**src/rtl/ififo_pkg.sv**
```systemverilog
// Instruction FIFO entry type shared by the FIFO and its neighbours.
package ififo_pkg;

   // One fetched instruction together with its branch prediction
   typedef struct packed {
      logic [31:0] instr;
      logic [31:0] pc;
      logic        is_cond_br;
      logic        br_dir_pred;
      logic [31:0] br_target_pred;
   } ififo_entry_t;

endpackage

```
**src/rtl/ififo.sv**
```systemverilog
// Instruction FIFO between fetch and dispatch.
// Circular buffer with wrap-bit pointers, one-cycle enqueue-to-output latency.
// Optional feature: define IFIFO_BYPASS_EN to let an entry offered to an
// empty FIFO reach dispatch in the same cycle.
module ififo
   import ififo_pkg::*;
#(
   parameter int DEPTH = 8
)
(
   input  logic                     clk,
   input  logic                     rst,
   input  logic                     fetch_ififo_valid,
   output logic                     fetch_ififo_ready,
   input  ififo_entry_t             fetch_ififo_data,
   output logic                     ififo_dispatch_valid,
   input  logic                     ififo_dispatch_ready,
   output ififo_entry_t             ififo_dispatch_data,
   input  logic                     flush,
   output logic [$clog2(DEPTH):0]   count
);

   localparam int AW = $clog2(DEPTH);

   // Pointers carry one extra wrap bit so full and empty are distinguishable
   logic [AW:0]   head;
   logic [AW:0]   tail;
   ififo_entry_t  mem [DEPTH];

   logic full;
   logic empty;
   logic enq;
   logic deq;
   logic wr;
   logic rd;

   assign full  = (head[AW-1:0] == tail[AW-1:0]) && (head[AW] != tail[AW]);
   assign empty = (head == tail);

   // Reset forces the idle handshake so outputs are clean even before pointers settle
   assign fetch_ififo_ready = rst | (!full & !flush);

`ifdef IFIFO_BYPASS_EN
   logic bypass;
   assign bypass               = empty & fetch_ififo_valid & !flush & !rst;
   assign ififo_dispatch_valid = !rst & !flush & (!empty | bypass);
   assign ififo_dispatch_data  = bypass ? fetch_ififo_data : mem[head[AW-1:0]];
`else
   assign ififo_dispatch_valid = !rst & !flush & !empty;
   assign ififo_dispatch_data  = mem[head[AW-1:0]];
`endif

   assign enq = fetch_ififo_valid & fetch_ififo_ready & !rst;
   assign deq = ififo_dispatch_valid & ififo_dispatch_ready;

`ifdef IFIFO_BYPASS_EN
   // A bypassed entry that dispatch takes right away never lands in storage
   assign wr = enq & !(bypass & ififo_dispatch_ready);
`else
   assign wr = enq;
`endif
   // Only a stored entry moves the head; a bypassed one leaves it in place
   assign rd = deq & !empty;

   assign count = rst ? '0 : (tail - head);

   // Pointer update: reset and flush both empty the buffer and win over traffic
   always_ff @(posedge clk) begin
      if (rst || flush) begin
         head <= '0;
         tail <= '0;
      end else begin
         if (wr) tail <= tail + {{AW{1'b0}}, 1'b1};
         if (rd) head <= head + {{AW{1'b0}}, 1'b1};
      end
   end

   // Entry storage, written at tail; contents survive reset untouched
   always_ff @(posedge clk) begin
      if (wr) mem[tail[AW-1:0]] <= fetch_ififo_data;
   end

endmodule

```
**config.mk**
```make
export PLATFORM = sky130hd
export DESIGN_NAME = ififo
export DESIGN_NICKNAME = d
export VERILOG_FILES = /design/src/rtl/ififo_pkg.sv /design/src/rtl/ififo.sv
export SDC_FILE = /design/constraint.sdc
export NUM_CORES = 1
export LEC_CHECK = 0
export CORE_ASPECT_RATIO = 0.75
export CORE_MARGIN = 10
export CORE_UTILIZATION = 53
export DETAILED_ROUTE_END_ITERATION = 7
export PLACE_DENSITY = 0.76
export SLEW_MARGIN = 20
export SYNTH_ARGS = -nofsm -noshare
export SYNTH_HDL_FRONTEND = slang
export SYNTH_SLANG_ARGS = --single-unit
export TNS_END_PERCENT = 50
```
**constraint.sdc**
```tcl
create_clock -name clk -period 9.9 [get_ports clk]
set_input_delay 1.98 -clock clk [delete_from_list [all_inputs] [get_ports clk]]
set_output_delay 1.98 -clock clk [all_outputs]
set_load 0.05 [all_outputs]
```
# [After elaboration in Yosys (flattened, before gate mapping)]
# Memories as Yosys holds them, arrays and structs flattened. A register that Yosys moved wholly into a read port is not among the register bits.
# Cells that the tools add are included.
[word_totals] reg_bits=8 ram_bits=784 in_bits=103 output_inout_bits=104 word_cells=28 n_memories=1
[classes] addsub=3 eq_ne=3 muxes=5 n_bitwise=8 reduce_logical=6
[mem_list] name="mem" depth=8 width=98 rd=1 rd_clocked_by_memory_dff=1 write_ports=1 line_no="ififo.sv:28" rtl="ififo_entry_t mem [DEPTH];"
[op_table] cell="adder 4 x 1 -> 4 bit (second input constant)" n=2
[op_table] cell="AND 1 bit" n=7
[op_table] cell="two-way mux 3 bit" n=2
[op_table] cell="== test 4 bit" n=1
[op_table] cell="zero test 1 bit" n=4
[op_table] cell="two-way mux 4 bit" n=1
[op_table] cell="subtractor 4 bit" n=1
[op_table] cell="== test 3 bit" n=1
[op_table] cell="two-way mux 1 bit" n=2
[op_table] cell="logical AND 1 bit" n=1
[op_table] cell="logical OR 1 bit" n=1
[op_table] cell="inequality test 1 bit" n=1
[op_table] cell="bitwise OR 1 bit" n=1

# [Longest topological paths before layout]
[depth] depth_word=9 mapped_depth=6 depth_no_buf=6

# [Worst setup path after synthesis]
# No wires, ideal clock.
[synth_timing] kind="in2reg" startpoint="input port rst" endpoint="memory mem[4][0] in the netlist's numbering, enable pin" setup_time_ns=0.675 t_arrival_ns=9.279 required_ns=9.225 path_slack_ns=-0.054 cell_stages=3 path_buffers=0 cell_sequence="or2_2 > or3_1 > nor3_1"
[synth_via] elab_chain_len=5 elab_cells_between_ends=6 classes_between="mux: 2; bitwise: 3; reduce/logical: 1"
[synth_lines] element="from (decl)" line_no="ififo.sv:12" rtl="input logic rst,"
[synth_lines] element="bitwise OR 1 bit" line_no="ififo.sv:41" rtl="assign fetch_ififo_ready = rst | (!full & !flush);"
[synth_lines] element="AND 1 bit" line_no="ififo.sv:53" rtl="assign enq = fetch_ififo_valid & fetch_ififo_ready & !rst;"
[synth_lines] element="AND 1 bit (*)" line_no="ififo.sv:53"
[synth_lines] element="two-way mux 1 bit (*)" line_no="ififo.sv:80" rtl="if (wr) mem[tail[AW-1:0]] <= fetch_ififo_data;"
[synth_lines] element="two-way mux 1 bit (not written as such) (*)" line_no="ififo.sv:80"
[synth_lines] element="to (decl)" line_no="ififo.sv:28"
# Every way passes the cells marked *; elsewhere a longest branch is shown, timed or not.

==> results <==
- The cell class contributing the biggest share of worst-path delay is buffers and inverters.
- The die covers 66900 um2.
- The actual slew at the worst max-slew pin is 1040 ps.
- The number of distinct library cells after synthesis is 31.
- The share of Yosys cell area claimed by the top area cell type is approximately four fifths.
- The run finished with clean final reports.
- The worst pin sits at a relative slew slack of between 30 and 40%.
- After detailed placement, the total cell area comes to around 33000 um2.
- The clock tree synthesis step divided the H-tree into 3 levels.
- The maximum number of pins on one net before global-route repair is around 150.
- In this run the deepest clock path goes through 3 buffers.
- The classification of the worst setup path is reg2out.
- Global routing used around 18% of the available tracks across all layers.
- The clock arrives with 9.63 ps of skew.
- The initialized floorplan defines 75 standard-cell rows.
- The number of hold buffers added after cts is 0.
- Among all stages on the critical path, the largest delay is contributed by sky130_fd_sc_hd__dfxtp_4.
- The peak per-stage delay on the critical path is between 900 and 1000 ps.
- The startpoint identified for the worst hold timing path is head[1]$_SDFFE_PP0P_.
- The post-route netlist has a little over a quarter of its cells at a drive strength greater than 1.
- The number of instances in the placed design is around 2100.
- Clock tree synthesis inserted a total of 73 buffers.
- Walking the worst path, the cells encountered are buf_4 > buf_4 > mux4_1 > mux2_2 > clkdlybuf4s50_1.
- The worst reg2reg path startpoint is tail[0]$_SDFFE_PP0P_.
- The path class of the tightest hold or removal check is reg2reg.
- The post-route core utilization is a little over three fifths.
- The total half-perimeter wirelength after legalization and detailed placement is around 31 mm.
- Of the available clock period, the critical path in the final layout requires about 64%.
- The synthesized flop and latch total is just under 800.
- The number of non-filler instances in the completed layout is around 2200.
- The initial antenna violation count is 8.
- Max-cap violations in this run came to 0.
- In this run the register-to-register setup slack is slightly below 6000 ps.
- Of the total power, registers draw around 56%.
- The minimum clock period is 6370 ps.
- The count of pins over their slew limit was 0.
- The area occupied by registers is ~24000 um2.
- From left edge to right edge, the die measures 295 um.
- Setup violations remaining at the end of the flow were counted as 0.
- The number of nets handed over by synthesis was ~1300.
- The number of buffers and inverters on the critical path is 3.
- Setup repair after global routing left no endpoint under its margin.
- The CTS tree is built.
- The post-synthesis instance area is between 30000 and 40000 um2.
- The clock latency on the worst-skew pair is a little over 600 ps.
- The most common cell after layout, fill and taps aside is sky130_fd_sc_hd__edfxtp_1.
- The layout has roughly 3700 filler cells.
- Using the TritonRoute via totals, the vias-per-cell ratio works out to 5.90.
- In the synthesized netlist the async set-or-reset flop fraction comes to 0%.
- The CTS clock-pin slew for the worst setup and hold paths is approximately 60 ps.
- The net count reported at finish is ~1600.
- The number of clock sinks is 795.
- The design area is about 35000 um2.
- The via count of the first global-routing pass is around 14000.
- The post-synthesis average cell area is 24.9 um2.
- The routed design has between 50 and 60 mm of wire.
- Of the total power, the share spent switching nets is between 10% and 20%.
- The highest achievable clock rate is about 160 MHz.
- The final routed DRC violation total is 0.
- The power density relative to cell area is ~190 nW/um2.
- Across the VDD grid, the largest voltage drop is 0.151 mV.
- The post-synthesis sequential area ratio is between 70 and 80%.
- Synthesis handed over a netlist of roughly 1200 instances.
- In this run the static leakage power is approximately 0.011 uW.
- In this design, the critical path's most frequently occurring cell is sky130_fd_sc_hd__buf_4.
- The library cell occupying the most area in the post-synthesis netlist is sky130_fd_sc_hd__edfxtp_1.
- The category of the worst setup path capture point is a primary output.
- The internal power summed over all cells is roughly 5300 uW.
- The combinational power share is 3.9%.
- The first-pass iteration count of the detailed router is 7.
- The required time at the worst-slack endpoint is between 7000 and 8000 ps.
- The worst setup path is launched from a register.
- The pre-CTS setup slack is roughly 4000 ps.
- The number of DRC violations after detailed-routing iteration 0 is around 1200.
- The floorplan step set the die height to 227 um.
- The number of gates resized after CTS was 0.
- The multi-input combinational cell area is around 6100 um2.
- The number of setup buffers added after CTS is 0.
- The clock network burns roughly 40% of the power.
- The average wire length per cell after detail routing is between 20 and 30 um.
- The final count of hold timing violations was 0.
- For this block, the via count after detailed routing is between 10000 and 15000.
- The slack of the critical path is about 3500 ps.
- Global routing finished with a remaining overflow of 0.
- The leading register cell type out of synthesis is sky130_fd_sc_hd__edfxtp_1.
- The boundary pin count is roughly 210.
- The global-route wire length before repair is slightly below 90 mm.
- The area growth from synthesis to final layout is 17.0%.
- CTS placed an instance of sky130_fd_sc_hd__clkbuf_16 at the clock tree root.
- Data on the critical path arrives at its endpoint at around 4400 ps.
- For this design the total switching power over the nets is between 1000 and 1500 uW.
- The count of nets left with antenna violations once routing finished came out at 0.
- In this run the worst path has a maximum fanout of 44.
- The starting density of the core is between 50% and 60%.
- The routability-driven placement congestion ratio is roughly 0.75.
- The library cells used most frequently in the layout, excluding fill and tap cells, are sky130_fd_sc_hd__edfxtp_1, sky130_fd_sc_hd__clkdlybuf4s50_1, sky130_fd_sc_hd__mux4_2.
- By area the synthesized netlist is led by sky130_fd_sc_hd__edfxtp_1, sky130_fd_sc_hd__mux4_2, sky130_fd_sc_hd__mux2_2.
- The port buffer count is between 200 and 250.
- The core region is roughly 56000 um2.
- Yosys mapped a number of flops with a built-in enable equal to 784.
- During synthesis, Yosys emitted a total of 0 warnings.
[state kept, by name, indices dropped and copies added, names as in the netlist, named ones only]
name,flops
head,4
mem,784
tail,4
[worst register-to-register path: stages (launching register included)]
cell and delay (ps):
sky130_fd_sc_hd__dfxtp_1 510, sky130_fd_sc_hd__inv_1 160, sky130_fd_sc_hd__ha_1 340, sky130_fd_sc_hd__nand3_1 170
sky130_fd_sc_hd__o21ai_1 170, sky130_fd_sc_hd__or3_1 550, sky130_fd_sc_hd__nor3_4 160, sky130_fd_sc_hd__buf_4 670
sky130_fd_sc_hd__buf_4 910
[cell families after synthesis]
kind of cell / share of synthesized area [%]
AOI/OAI and AO/OA: 0.183
muxes: 18.6
DFF: 78.8
adders and majority gates: 0.274
and+or+nand+nor: 0.535
xor gates and xnor gates: 0.261
buffers and inverters: 1.31
[through the flow]
step           hold WS [ps]  power, uW  TNS [ps]
6_report                571       6630         0
5_1_grt                 631       6830         0
4_1_cts                 578       6690         0
3_5_place_dp            569       4050         0
3_3_place_gp            553       4040         0
2_1_floorplan           539       3930     -5200
[cell type report]
| cell class | instances | area share [%] |
|---|---|---|
| Timing Repair Buffer | 227 | 6.36 |
| Sequential cell | 795 | 67.4 |
| Clock buffer | 86 | 5.41 |
| Multi-Input combinational cell | 355 | 17.2 |
| Inverter | 6 | 0.0638 |
| Antenna cell | 3 | 0.0213 |
| Clock inverter | 45 | 0.979 |
| Tap cell | 731 | 2.59 |
[final timing paths]
kind / endpoint / cells after the start
max: ififo_dispatch_data[69] / 5
max reg2reg: mem[4][50]$_DFFE_PP_ / 8
min reg2reg: register / 2
min: register / 2
[power by group through the flow]
| stage | Combinational (uW) | Sequential [uW] | Clock [uW] |
|---|---|---|---|
| floorplan | 136 | 3790 | 0 |
| global placement | 254 | 3790 | 0 |
| detailed placement | 260 | 3790 | 0 |
| CTS | 262 | 3720 | 2710 |
| global route | 274 | 3720 | 2840 |
| finish | 258 | 3720 | 2650 |
[metal layers]
metal | wire length (um) | vias to the layer above | global-route usage (%)
met5 | 84 | - | 0
met4 | 1010 | 12 | 4.46
met3 | 3990 | 83 | 4.40
met2 | 28200 | 374 | 27.6
met1 | 24900 | 7112 | 24.5
li1 | - | 5691 | -
[synth_stat cells, drive strengths merged, types with 2 or more instances]
cell	n
edfxtp	784
mux4	196
mux2	98
buf	42
nor2	17
clkbuf	14
dfxtp	11
xnor2	7
inv	6
a21oi	5
ha	5
o21ai	3
mux2i	2
nand2	2
nand3	2
nand4	2
nor2b	2
nor3	2
o211ai	2
or2	2
or3	2
xor2	2
(Power assumes the default switching activity.)
